File: src/rtl/audio_packetizer.sv
// audio_packetizer
// Buffers 16-bit audio samples in a FIFO and frames them into fixed-length
// packets (header, SAMPLES_PER_PKT data words, checksum) for the transport
// stage. It issues one word per non-busy cycle.
//
// Ports:
//   clk           system clock, rising edge
//   reset         asynchronous active-low reset
//   sendData      call-active enable; gates sample capture and packet start
//   phoneNum      destination number, latched when a packet starts
//   audioIn       audio sample, valid when audioValid=1
//   audioValid    one-cycle sample strobe
//   transportBusy transport cannot accept a word this cycle
//   packetOut     packet word
//   cmdOut        word type: 00 idle, 01 header, 10 data, 11 checksum
//   packetValid   packetOut/cmdOut valid this cycle
//   overflow      sticky; a sample was dropped on a full FIFO
//   fifoCount     current FIFO occupancy
module audio_packetizer #(
    parameter int          SAMPLES_PER_PKT = 8,
    parameter int          FIFO_DEPTH      = 16,
    parameter logic [7:0]  SYNC_BYTE       = 8'hA5
) (
    input  logic                          clk,
    input  logic                          reset,
    input  logic                          sendData,
    input  logic [7:0]                    phoneNum,
    input  logic [15:0]                   audioIn,
    input  logic                          audioValid,
    input  logic                          transportBusy,
    output logic [15:0]                   packetOut,
    output logic [1:0]                    cmdOut,
    output logic                          packetValid,
    output logic                          overflow,
    output logic [$clog2(FIFO_DEPTH):0]   fifoCount
);

    localparam int AW = $clog2(FIFO_DEPTH);
    localparam int CW = (SAMPLES_PER_PKT > 1) ? $clog2(SAMPLES_PER_PKT) : 1;
    localparam logic [AW:0]   FULL_COUNT = (AW+1)'(FIFO_DEPTH);
    localparam logic [AW:0]   PKT_COUNT  = (AW+1)'(SAMPLES_PER_PKT);
    localparam logic [CW-1:0] LAST_IDX   = CW'(SAMPLES_PER_PKT - 1);

    typedef enum logic [1:0] {IDLE, HEADER, DATA, CSUM} state_e;

    state_e        state;
    logic [15:0]   mem [FIFO_DEPTH];
    logic [AW-1:0] wrPtr;
    logic [AW-1:0] rdPtr;
    logic [7:0]    phoneLatch;
    logic [15:0]   csum;
    logic [CW-1:0] dataIdx;

    logic          pop;
    logic          push;
    logic          dropSample;
    logic [15:0]   headerWord;
    logic [15:0]   headSample;

    always_comb begin
        pop        = (state == DATA) && !transportBusy;
        // A full FIFO still accepts a sample when a pop frees a slot this edge.
        push       = audioValid && sendData && ((fifoCount < FULL_COUNT) || pop);
        dropSample = audioValid && sendData && !push;
        headerWord = {SYNC_BYTE, phoneLatch};
        headSample = mem[rdPtr];
    end

    always_ff @(posedge clk) begin
        if (push) begin
            mem[wrPtr] <= audioIn;
        end
    end

    always_ff @(posedge clk or negedge reset) begin
        if (!reset) begin
            wrPtr     <= '0;
            rdPtr     <= '0;
            fifoCount <= '0;
            overflow  <= 1'b0;
        end else begin
            if (push) begin
                wrPtr <= wrPtr + 1'b1;
            end
            if (pop) begin
                rdPtr <= rdPtr + 1'b1;
            end
            if (push && !pop) begin
                fifoCount <= fifoCount + 1'b1;
            end else if (pop && !push) begin
                fifoCount <= fifoCount - 1'b1;
            end
            if (dropSample) begin
                overflow <= 1'b1;
            end
        end
    end

    always_ff @(posedge clk or negedge reset) begin
        if (!reset) begin
            state       <= IDLE;
            packetOut   <= '0;
            cmdOut      <= 2'b00;
            packetValid <= 1'b0;
            phoneLatch  <= '0;
            csum        <= '0;
            dataIdx     <= '0;
        end else if (state == IDLE) begin
            packetValid <= 1'b0;
            cmdOut      <= 2'b00;
            if (sendData && (fifoCount >= PKT_COUNT)) begin
                phoneLatch <= phoneNum;
                csum       <= '0;
                dataIdx    <= '0;
                state      <= HEADER;
            end
        end else if (transportBusy) begin
            // Stall: drop the strobe, hold the last word, freeze state.
            packetValid <= 1'b0;
        end else begin
            packetValid <= 1'b1;
            case (state)
                HEADER: begin
                    packetOut <= headerWord;
                    cmdOut    <= 2'b01;
                    csum      <= csum + headerWord;
                    state     <= DATA;
                end
                DATA: begin
                    packetOut <= headSample;
                    cmdOut    <= 2'b10;
                    csum      <= csum + headSample;
                    dataIdx   <= dataIdx + 1'b1;
                    if (dataIdx == LAST_IDX) begin
                        state <= CSUM;
                    end
                end
                CSUM: begin
                    packetOut <= csum;
                    cmdOut    <= 2'b11;
                    state     <= IDLE;
                end
                default: begin
                    packetValid <= 1'b0;
                    state       <= IDLE;
                end
            endcase
        end
    end

endmodule

File: config.mk
export PLATFORM = sky130hd
export DESIGN_NAME = audio_packetizer
export DESIGN_NICKNAME = d
export VERILOG_FILES = /design/src/rtl/audio_packetizer.sv
export SDC_FILE = /design/constraint.sdc
export NUM_CORES = 1
export LEC_CHECK = 0
export BUFFER_PORTS_ARGS = -buffer_cell sky130_fd_sc_hd__buf_2
export CORE_MARGIN = 1
export CORE_UTILIZATION = 41
export CTS_CLUSTER_SIZE = 14
export DETAILED_ROUTE_END_ITERATION = 8
export SYNTH_ARGS = -nofsm -noshare
export SYNTH_HDL_FRONTEND = slang
export SYNTH_SLANG_ARGS = --single-unit
File: constraint.sdc
create_clock -name clk -period 5.5 [get_ports clk]
set_input_delay 0 -clock clk [delete_from_list [all_inputs] [get_ports clk]]
set_output_delay 0 -clock clk [all_outputs]
set_load 0.005 [all_outputs]
# Yosys cells after proc, flatten, opt, wreduce, memory -nomap -nowiden
# Memories as Yosys holds them, arrays and structs flattened.
# Index checks and enable logic that the tools add are counted.
# totals
n_memories	1
word_cells	78
input_bits	29
ramBits	256
register_bits	62
# mem_list
name	depth	word_bits	read_ports	rd_clocked_by_memory_dff	write_ports	line	text
mem	16	16	1	0	1	47	logic [15:0] mem [FIFO_DEPTH];
# classes
mux	24
addsub	7
n_eq_ne	7
n_bitwise	2
magnitude_cmp	2
n_reduce_logical	24
# op_table
cell	count
two-way mux 16 bit	3
case mux 16 bit (3 select lines)	1
adder 16 bit	2
case mux 16 bit (2 select lines)	1
two-way mux 2 bit	6
two-way mux 3 bit	4
AND reduction 3 bit	4
two-way mux 5 bit	2
adder 4 x 1 -> 4 bit (second input constant)	2
logical AND 1 bit	7
case mux 2 bit (3 select lines)	1
nonzero test 3 bit	2
adder 5 x 1 -> 5 bit (second input constant)	1
greater-or-equal comparator 5 x 4 -> 1 bit (second input constant)	1
less-than comparator 5 bit (second input constant)	1
two-way mux 1 bit	5
subtractor 5 x 1 -> 5 bit (second input constant)	1
equality test 2 bit (second input constant)	2
!= test 2 x 1 -> 1 bit (second input constant)	2
case mux 2 bit (2 select lines)	1
AND reduction 2 bit	2
nonzero test 2 bit	2
nonzero test 4 bit	1
adder 3 x 1 -> 3 bit (second input constant)	1
other kinds (8)	11

# Logic depth before layout (Yosys ltp)
# Gate-level depths: netlist of run 1.
# depth
depth_word	8
depth_mapped	17
mapped_depth_nobuf	14

# Worst setup path before layout of run 1
# Ideal clock, no wire load.
# synth_timing
path_kind	reg2reg
start	register rdPtr[0]
end	register csum[12]
path_buffers	3
required_time_ns	5.370
setup_time_ns	0.130
stages_incl_launch_ff	18
t_arrival_ns	4.289
path_slack_ns	1.080
cell_sequence	dfrtp_1 > buf_4 > buf_2 > buf_2 > mux4_2 > mux4_2 > nand2_1 > o21ai_0 > ha_1 > fa_1 > a21o_1 > a21oi_1 > o21ai_0 > a211oi_1 > o21ai_1 > a41oi_1 > xor2_1 > o21ai_1
# synth_between
elab_chain_len	5
# synth_lines
element	line	text
start: declaration	49	logic [AW-1:0] rdPtr;
start signal: assignment	86	rdPtr <= rdPtr + 1'b1;
memory (16 x 16 bit)	n/a	
adder 16 bit	132	csum <= csum + headSample;
case mux 16 bit (2 select lines)	122	case (state)
two-way mux 16 bit	117	end else if (transportBusy) begin
two-way mux 16 bit	108	end else if (state == IDLE) begin
end signal: assignment	126	csum <= csum + headerWord;
end signal: assignment	132	
end: declaration	51	logic [15:0] csum;
# No other way between the ends. The select of a mux whose other input is x is not followed.
# A chain may end at the register's enable or synchronous reset.

# Worst setup path in the final report of run 1
# layout_timing
start	register rdPtr[0]
end	register csum[13]
# Same word-level chain as after synthesis.

==> results_dict.tcl, run 1 <==
set metrics [dict create \
    grt_start_max_net_pins 63 \
    cpPeakStageDelay_ns 0.91 \
    cts_max_level 2 \
    hold_violations 0 \
    die_w_um 182 \
    synthTopCellsByCount "256 x edfxtp_1, 71 x mux4_2, 62 x dfrtp_1" \
    final_util 0.493 \
    dp.cells 1241 \
    critPathKind "flop to flop" \
    place.gp.congestion 0.838 \
    numPortBuffers 53 \
    synthAdderAreaFrac 0.0320 \
    async_flop_share 0.195 \
    path_cells "buf_4 -> mux4_2 -> mux4_1 -> nand2b_1 -> ha_1 -> and2_1 -> a311oi_1 -> maj3_2 -> o21ai_2 -> a21oi_1 -> xor2_1 -> o21ai_1" \
    final_nets 933 \
    slew_headroom 0.255 \
    cts_tree "built" \
    vias 7102 \
    fin_cells 1335 \
    muxShareOfSynthArea 0.142 \
    regArea_um2 9240 \
    setup_tns_ns 0 \
    worst_ir_drop_vdd_v 0.000238 \
    synth_top_cell_area_share 0.576 \
    clockBufferDepth 3 \
    cts_resized 0 \
    viasPerCell 5.32 \
    grt_first_pass_wirelength_mm 44.8 \
    p_leak_nw 5.49 \
    cp-start-kind "flop" \
    drive_gt1_frac 0.268 \
    post-route-period-util 0.866 \
    area_delta_synth_final_pct 17.3 \
    synthCells 764 \
    yosys_warnings 0 \
    dieArea_um2 33300 \
    drv_cap 0 \
    cpMaxStageDelayCell "dfrtp_4" \
    core_um2 31800 \
    rows 65 \
    holdWs_ns 0.201 \
    rr_worst_depth 12 \
    synthMostInstantiatedCell "edfxtp_1" \
    r2r_slack_ns 0.74 \
    power_density_nw_per_um2 522 \
    synth_area_leaders "edfxtp_1 58%, mux4_2 12%, dfrtp_1 12%" \
    end_kind "flop" \
    syn_avg_cell_area_um2 17.5 \
    synth_fp_nets 825 \
    fp.dieH_um 182 \
    synth-seq-cells 318 \
    final.fill_count 2643 \
    syn_area_um2 13400 \
    ys_types 61 \
    finalSetupViolCount 0 \
    drtIter0Drc 577 \
    synth_xor_area_frac 0.0138 \
    hold_class "input port to asynchronous set/reset pin" \
    skew_ns 0.0217 \
    cts_buffers 35 \
    crit_required_ns 5.88 \
    overflow 0 \
    dp_hpwl_mm 17.9 \
    reg2reg_to "csum[13]$_DFFE_PN0P_" \
    fmax_mhz 210 \
    pin_count 54 \
    cts.sinks 318 \
    ys_seq_area_frac 0.692 \
    yosys.area_share.simple 0.0436 \
    grt_pass1_vias 7252 \
    wl_per_cell_um 21.9 \
    clkSlewWorstSetupHoldPaths_ns 0.06 \
    final.min_clock_period_ns 4.76 \
    synth_compound_area_frac 0.0574 \
    postRouteAntennaNets 0 \
    cts_root_buf "clkbuf_16" \
    crit_fanout 36 \
    totalWireLength_mm 29.2 \
    regToRegStartpoint "rdPtr[0]$_DFFE_PN0P_" \
    multi_input_area_um2 3900 \
    firstDrtPassIters 4 \
    worstMarginPinSlew_ns 1.11 \
    synth_flop_cell "edfxtp_1" \
    yosysTopAreaCell "edfxtp_1" \
    grt_use_total 0.182 \
    cp.arrival_ns 5.14 \
    worstSkewPairLatency_ns 0.53 \
    synth_top_family_by_area "multiplexers" \
    slew_viol_final 0 \
    status "finished, final reports clean" \
    rsz0062_at_grt "false" \
    route.detailed.drc 0 \
    crit_start "rdPtr[0]$_DFFE_PN0P_" \
    grt_antenna_before_repair 2 \
    initial_core_util 0.420 \
    synth_edf_count 256 \
]
-- cell usage in the layout (no fill, tap or decap), types with 3 or more instances in the layout --
cell             n
nor3_2           4
nand2_1         48
o21ai_1          5
nor3_1           3
xnor2_1         13
o211ai_1         3
nor2_1          26
mux4_1           7
clkinvlp_4       5
a21oi_1         31
buf_2           53
nor2_2          12
o21ai_0         31
ha_1            30
a211oi_1         4
a21o_1           8
a31oi_1         12
inv_1           20
nand2b_1         9
or3_1            3
clkbuf_1         4
clkbuf_16       36
mux4_2          71
bufinv_16        3
xor2_1           8
a22oi_1          8
buf_4           26
mux2_2           9
edfxtp_1       256
clkinv_2         9
dfrtp_1         60
nor2b_1          3
clkinv_1         5
dlygate4sd3_1   29
and2_1           6
-- area by class of cell --
class	count	area share
diodes	1	0.000160
clock buffers	40	0.0585
clock inverters	24	0.0141
inverters	21	0.00503
multi-input cells	388	0.249
flip-flops and latches	318	0.590
well taps	435	0.0348
repair buffers	108	0.0479
-- repair_timing --
item	CTS	global route
buffers inserted	0	0
hold endpoints to repair	334	0
setup endpoints to repair	0	0
hold buffers	29	0
-- cells by family (layout without fill, tap and decap cells) --
kind of cell | Yosys count | count (layout)
flip-flops | 318 | 318
AND/OR/NAND/NOR | 126 | 126
AO/OA/AOI/OAI | 120 | 120
multiplexers | 88 | 88
buffers and inverters | 58 | 193
adder cells (fa/ha/maj) | 33 | 33
XOR/XNOR | 21 | 21
other | 0 | 1
-- where the power goes --
group	internal [mW]	switching, mW	total [mW]
combinational	1.28	1.38	2.65
clock	1.35	0.946	2.29
sequential	2.89	0.337	3.23
-- registers in the layout, indices dropped and copies added, names as in the netlist --
name         count
mem            256
csum            16
packetOut       16
phoneLatch       8
fifoCount        5
rdPtr            4
wrPtr            4
dataIdx          3
cmdOut           2
state            2
overflow         1
packetValid      1
-- worst max-delay path by stage --
stage,endpoint,slack [ns]
floorplan,csum[12]$_DFFE_PN0P_,1.08
global placement,csum[12]$_DFFE_PN0P_,0.85
detailed placement,csum[13]$_DFFE_PN0P_,0.78
CTS,csum[13]$_DFFE_PN0P_,0.71
global route,csum[13]$_DFFE_PN0P_,0.45
finish,csum[13]$_DFFE_PN0P_,0.74
-- worst max-delay path, delay by kind of cell, from the launching register on --
| kind | cells | cell delay (ns) |
|---|---|---|
| xor gates and xnor gates | 1 | 0.19 |
| adders and majority gates | 2 | 0.72 |
| DFF | 1 | 0.91 |
| muxes | 2 | 1.17 |
| AOI/OAI and AO/OA | 4 | 0.90 |
| buffers and inverters | 1 | 0.36 |
| and+or+nand+nor | 2 | 0.36 |
-- metal layers --
metal	global-route usage	vias to the layer above	routed length, um
li1	-	3228	-
met1	0.252	3661	13300
met2	0.295	170	14000
met3	0.0305	43	1220
met4	0.0561	0	576
met5	0	-	0
-- metrics by stage --
stage               setup slack [ns]  power, mW  instance area (um2)
finish                         0.737       8.17                15700
CTS                            0.707       8.26                15700
floorplan                       1.08       5.18                13400
global placement               0.851       5.89                14200
global route                   0.448       8.64                15700
detailed placement             0.783       5.92                14200
(Power assumes the default switching activity.)
==> inputs of run 2 (changes only) <==
--- a/config.mk
+++ b/config.mk
@@ -5,11 +5,11 @@
 export SDC_FILE = /design/constraint.sdc
 export NUM_CORES = 1
 export LEC_CHECK = 0
-export BUFFER_PORTS_ARGS = -buffer_cell sky130_fd_sc_hd__buf_2
 export CORE_MARGIN = 1
 export CORE_UTILIZATION = 41
 export CTS_CLUSTER_SIZE = 14
 export DETAILED_ROUTE_END_ITERATION = 8
+export DONT_BUFFER_PORTS = 1
 export SYNTH_ARGS = -nofsm -noshare
 export SYNTH_HDL_FRONTEND = slang
 export SYNTH_SLANG_ARGS = --single-unit
==> run 2 against run 1 <==
Against the previous run:
- global-route usage grew 0.11 points
- largest power group unchanged
- wire length grew 0.87%
- clock-buffer cell count grew 2
- critical endpoint is now csum[15]$_DFFE_PN0P_
==> results_dict.tcl, run 2 (synthesis gave the netlist of run 1 again) <==
set metrics [dict create \
    hold_class "input port to asynchronous set/reset pin" \
    skew_ns 0.0184 \
    rows 65 \
    cpMaxStageDelayCell "dfrtp_4" \
    cp_top_family "compound AO/OA/AOI/OAI gates" \
    critPathKind "flop to flop" \
    final_cell_mix "256 x edfxtp_1, 71 x mux4_2, 60 x dfrtp_1" \
    largest_reg_flops 256 \
    end_kind "flop" \
    final.fill_count 2627 \
    final_util 0.483 \
    clockPowerShare 0.283 \
    cpPeakStageDelay_ns 1.00 \
    area_delta_synth_final_pct 15.1 \
    p_sw_frac 0.323 \
    core_um2 31800 \
    firstDrtPassIters 4 \
    drive_gt1_frac 0.200 \
    p_int_mw 5.50 \
    clkSlewWorstSetupHoldPaths_ns 0.06 \
    totalWireLength_mm 29.4 \
    power_density_nw_per_um2 528 \
    grt_first_pass_wirelength_mm 45.4 \
    crit_required_ns 5.90 \
    hold_violations 0 \
    final_nets 879 \
    slew_viol_final 0 \
    switching_power_mw 2.62 \
    combPwrFrac 0.316 \
    p_leak_nw 5.29 \
    grt_start_max_net_pins 63 \
    initial_core_util 0.420 \
    vias 7076 \
    rsz0062_at_grt "false" \
    drv_cap 0 \
    multi_input_area_um2 3870 \
    drtIter0Drc 502 \
    holdBufCountCts 30 \
    overflow 0 \
    top_regs "mem (256), csum (16), packetOut (16)" \
    finalSetupViolCount 0 \
    fp.dieH_um 182 \
    regArea_um2 9240 \
    path_cells "buf_4 -> mux4_2 -> mux4_1 -> and2_1 -> ha_1 -> a21oi_1 -> a21boi_0 -> o211ai_1 -> o21ai_0 -> a21oi_1 -> xnor2_1 -> a21o_1 -> a21o_1" \
    cp.arrival_ns 5.25 \
    cp-start-kind "flop" \
    post-route-period-util 0.882 \
    cts_buffers 35 \
    clockBufferDepth 3 \
    grt_use_total 0.183 \
    slew_headroom 0.259 \
    wl_per_cell_um 23.0 \
    crit_fanout 45 \
    top_register "mem" \
    seqPwrFrac 0.400 \
    grt_antenna_before_repair 2 \
    cts_resized 0 \
    worstSkewPairLatency_ns 0.52 \
    fmax_mhz 206 \
    path_buf_inv 1 \
    grt_pass1_vias 7409 \
    route.detailed.drc 0 \
    pin_count 54 \
    cts_tree "built" \
    total_power_mw 8.12 \
    cts.sinks 318 \
    place.gp.congestion 0.859 \
    cts_setup_buffers 0 \
    status "finished, final reports clean" \
    die_w_um 182 \
    layout_commonest_cell "edfxtp_1" \
    setup_tns_ns 0 \
    dp_hpwl_mm 18.0 \
    postRouteAntennaNets 0 \
    worstMarginPinSlew_ns 1.11 \
    viasPerCell 5.54 \
    dieArea_um2 33300 \
    numPortBuffers 0 \
    worst_ir_drop_vdd_v 0.000215 \
    final.min_clock_period_ns 4.85 \
    cts_max_level 2 \
    cts_root_buf "clkbuf_16" \
]
## run 2: cell count changes in the layout (fill, tap and decap cells not counted), sizes merged
cell / previous run / this run
buf: 79 / 25
clkinvlp: 5 / 1
clkbuf: 40 / 42
clkinv: 16 / 14
bufinv: 3 / 4
## run 2: worst reg2reg max path, cell delays in order, from the launching register on
cell,delay (ns)
dfrtp_4,1.00
buf_4,0.59
mux4_2,0.60
mux4_1,0.51
and2_1,0.18
ha_1,0.36
a21oi_1,0.26
a21boi_0,0.15
o211ai_1,0.28
o21ai_0,0.18
a21oi_1,0.18
xnor2_1,0.10
a21o_1,0.18
a21o_1,0.17
## run 2: through the flow
| step | area (um2) | setup slack (ns) | std cells | hold slack (ns) |
|---|---|---|---|---|
| after CTS | 15400 | 0.634 | 1277 | 0.0609 |
| after global routing | 15400 | 0.229 | 1277 | 0.0866 |
| after floorplan | 13400 | 1.08 | 764 | -0.296 |
| after global placement | 13900 | 0.738 | 1186 | -0.293 |
| after detailed placement | 13900 | 0.649 | 1186 | -0.293 |
| final | 15400 | 0.647 | 1278 | 0.0742 |
## run 2: power groups by stage
stage / Clock [mW] / Sequential (mW) / Combinational (mW)
after global placement: 0 / 3.29 / 2.43
after floorplan: 0 / 3.08 / 2.10
after global routing: 2.45 / 3.30 / 2.82
final: 2.30 / 3.25 / 2.57
after CTS: 2.35 / 3.26 / 2.58
after detailed placement: 0 / 3.31 / 2.51
## run 2: per-layer routing
layer	part of all wire	global-route usage	vias up
met1	0.43	0.242	3702
met2	0.50	0.314	192
met4	0.018	0.0467	2
met3	0.050	0.0317	46
met5	0.00044	0	-
li1	-	-	3134
## run 2: final timing paths
check / startpoint / endpoint / slack, ns / cells after the start
max in group asynchronous: reset / rdPtr[0]$_DFFE_PN0P_ / 5.16 / 2
min: reset / csum[1]$_DFFE_PN0P_ / 0.07 / 2
max: rdPtr[0]$_DFFE_PN0P_ / csum[15]$_DFFE_PN0P_ / 0.65 / 13
min reg2reg: dataIdx[0]$_DFFE_PN0P_ / dataIdx[0]$_DFFE_PN0P_ / 0.50 / 1
min in group clk: transportBusy / csum[12]$_DFFE_PN0P_ / 0.08 / 2
max reg2reg: rdPtr[0]$_DFFE_PN0P_ / csum[15]$_DFFE_PN0P_ / 0.65 / 13
## run 2: final cells by class
class	count	share of cell area
flip-flops and latches	318	0.601
clock inverters	19	0.0134
multi-input cells	388	0.252
clock buffers	42	0.0601
well taps	435	0.0354
diodes	1	0.000163
inverters	21	0.00513
repair buffers	54	0.0324
==> inputs of run 3 (changes only) <==
--- a/config.mk
+++ b/config.mk
@@ -7,6 +7,7 @@
 export LEC_CHECK = 0
 export CORE_MARGIN = 1
 export CORE_UTILIZATION = 41
+export CTS_BUF_LIST = sky130_fd_sc_hd__clkbuf_16
 export CTS_CLUSTER_SIZE = 14
 export DETAILED_ROUTE_END_ITERATION = 8
 export DONT_BUFFER_PORTS = 1
==> run 3 against run 2 <==
Against the previous run:
- utilization unchanged
- combinational power barely moved
- worst hold slack gained 0.00082 ns
- wire length decreased by 0.28%
- critical path type unchanged
- critical endpoint is now csum[14]$_DFFE_PN0P_
- largest power group unchanged
==> results_dict.tcl, run 3 (synthesis gave the netlist of run 1 again) <==
set metrics [dict create \
    top_regs "mem (256), csum (16), packetOut (16)" \
    grt.met3_usage 0.0317 \
    vias 7083 \
    total_power_mw 8.10 \
    top_register "mem" \
    crit_fanout 45 \
    final_util 0.483 \
    final.min_clock_period_ns 4.85 \
    layout_commonest_cell "edfxtp_1" \
    totalWireLength_mm 29.4 \
    grt_pass1_vias 7407 \
    cp.arrival_ns 5.23 \
    place_worst_setup_slack_ns 0.649 \
    grt_start_max_net_pins 63 \
    rows 65 \
    rr_worst_depth 14 \
    holdWs_ns 0.0750 \
    cts.sinks 318 \
    hold_violations 0 \
    p_int_mw 5.49 \
    die_w_um 182 \
    cts_setup_buffers 0 \
    design_area_um2 15400 \
    finalSetupViolCount 0 \
    numPortBuffers 0 \
    dp.cells 1186 \
    cts_buffers 35 \
    cp-start-kind "flop" \
    cts_tree "built" \
    worstMarginPinSlew_ns 1.11 \
    postRouteAntennaNets 0 \
    grt_use_met1 0.241 \
    setup_tns_ns 0 \
    area_delta_synth_final_pct 15.1 \
    core_um2 31800 \
    drtIter0Drc 524 \
    seqPwrFrac 0.401 \
    busiest_layer "met2" \
    firstDrtPassIters 5 \
    overflow 0 \
    skew_ns 0.0173 \
    end_kind "flop" \
    route.detailed.drc 0 \
    grt_first_pass_wirelength_mm 45.4 \
    viasPerCell 5.54 \
    final_nets 879 \
    hold_class "input port to asynchronous set/reset pin" \
    critPathKind "flop to flop" \
    grt.met2_usage 0.314 \
    grt_use_total 0.183 \
    cpMaxStageDelayCell "dfrtp_4" \
    dp_hpwl_mm 18.0 \
    worst_ir_drop_vdd_v 0.000214 \
    place.gp.congestion 0.859 \
    clockPowerShare 0.282 \
    cpPeakStageDelay_ns 0.99 \
    drv_cap 0 \
    fp.dieH_um 182 \
    combPwrFrac 0.317 \
    grt_antenna_before_repair 2 \
    final_cell_mix "256 x edfxtp_1, 71 x mux4_2, 60 x dfrtp_1" \
    drive_gt1_frac 0.200 \
    pin_count 54 \
    rsz0062_at_grt "false" \
    initial_core_util 0.420 \
    clkSlewWorstSetupHoldPaths_ns 0.06 \
    clockBufferDepth 3 \
    crit_required_ns 5.88 \
    dieArea_um2 33300 \
    p_leak_nw 5.32 \
    p_sw_frac 0.323 \
    slew_viol_final 0 \
    power_density_nw_per_um2 527 \
    slew_headroom 0.257 \
    wl_per_cell_um 23.0 \
    fin_cells 1278 \
    setup_slack_ns 0.655 \
    switching_power_mw 2.61 \
    r2r_slack_ns 0.65 \
    cts_max_level 2 \
    post-route-period-util 0.881 \
    placed_cell_area_um2 13900 \
    largest_reg_flops 256 \
    path_cells "mux4_2 -> mux4_2 -> nand2_1 -> o21ai_0 -> ha_1 -> fa_1 -> a21o_1 -> a21oi_1 -> o21ai_0 -> a211oi_1 -> o21ai_1 -> a221oi_2 -> nor4b_1 -> nand3b_1" \
    status "finished, final reports clean" \
    fmax_mhz 206 \
    worstSkewPairLatency_ns 0.51 \
    cts_root_buf "clkbuf_16" \
]
==> run 3: cell type report <==
class	count	area, um2
antenna	1	2.50
clock buffer	36	901
clock inverter	25	228
fill	2627	16400
inverter	21	78.8
multi-input combinational	388	3870
sequential	318	9240
tap	435	544
timing repair buffer	54	498
==> run 3: worst paths after layout <==
check / from / end
hold / removal: reset / csum[1]$_DFFE_PN0P_
hold reg to reg: dataIdx[0]$_DFFE_PN0P_ / dataIdx[0]$_DFFE_PN0P_
setup / recovery: rdPtr[0]$_DFFE_PN0P_ / csum[14]$_DFFE_PN0P_
min in group clk: transportBusy / csum[12]$_DFFE_PN0P_
max in group asynchronous: reset / rdPtr[0]$_DFFE_PN0P_
setup reg to reg: rdPtr[0]$_DFFE_PN0P_ / csum[14]$_DFFE_PN0P_
==> run 3: timing repair <==
item,in CTS,in global routing
resized for setup,0,0
hold buffers,30,0
hold endpoints to repair,341,0
==> run 3: critical path: cells and delay by family (launching register included) <==
| family | cells | cell delay, ns |
|---|---|---|
| simple gates | 3 | 0.38 |
| compound gates | 7 | 1.56 |
| mux | 2 | 1.09 |
| flops | 1 | 0.99 |
| fa+ha+maj | 2 | 0.68 |
==> run 3: per-layer routing <==
layer	up-vias	part of all wire
met2	197	0.51
met1	3708	0.42
met3	43	0.052
met5	-	0.00044
li1	3133	-
met4	2	0.017
==> run 3: power groups by stage <==
stage / Clock, mW / Sequential [mW] / Combinational [mW]
6_report: 2.29 / 3.25 / 2.56
3_3_place_gp: 0 / 3.29 / 2.43
2_1_floorplan: 0 / 3.08 / 2.10
4_1_cts: 2.34 / 3.26 / 2.58
3_5_place_dp: 0 / 3.31 / 2.51
5_1_grt: 2.43 / 3.30 / 2.82
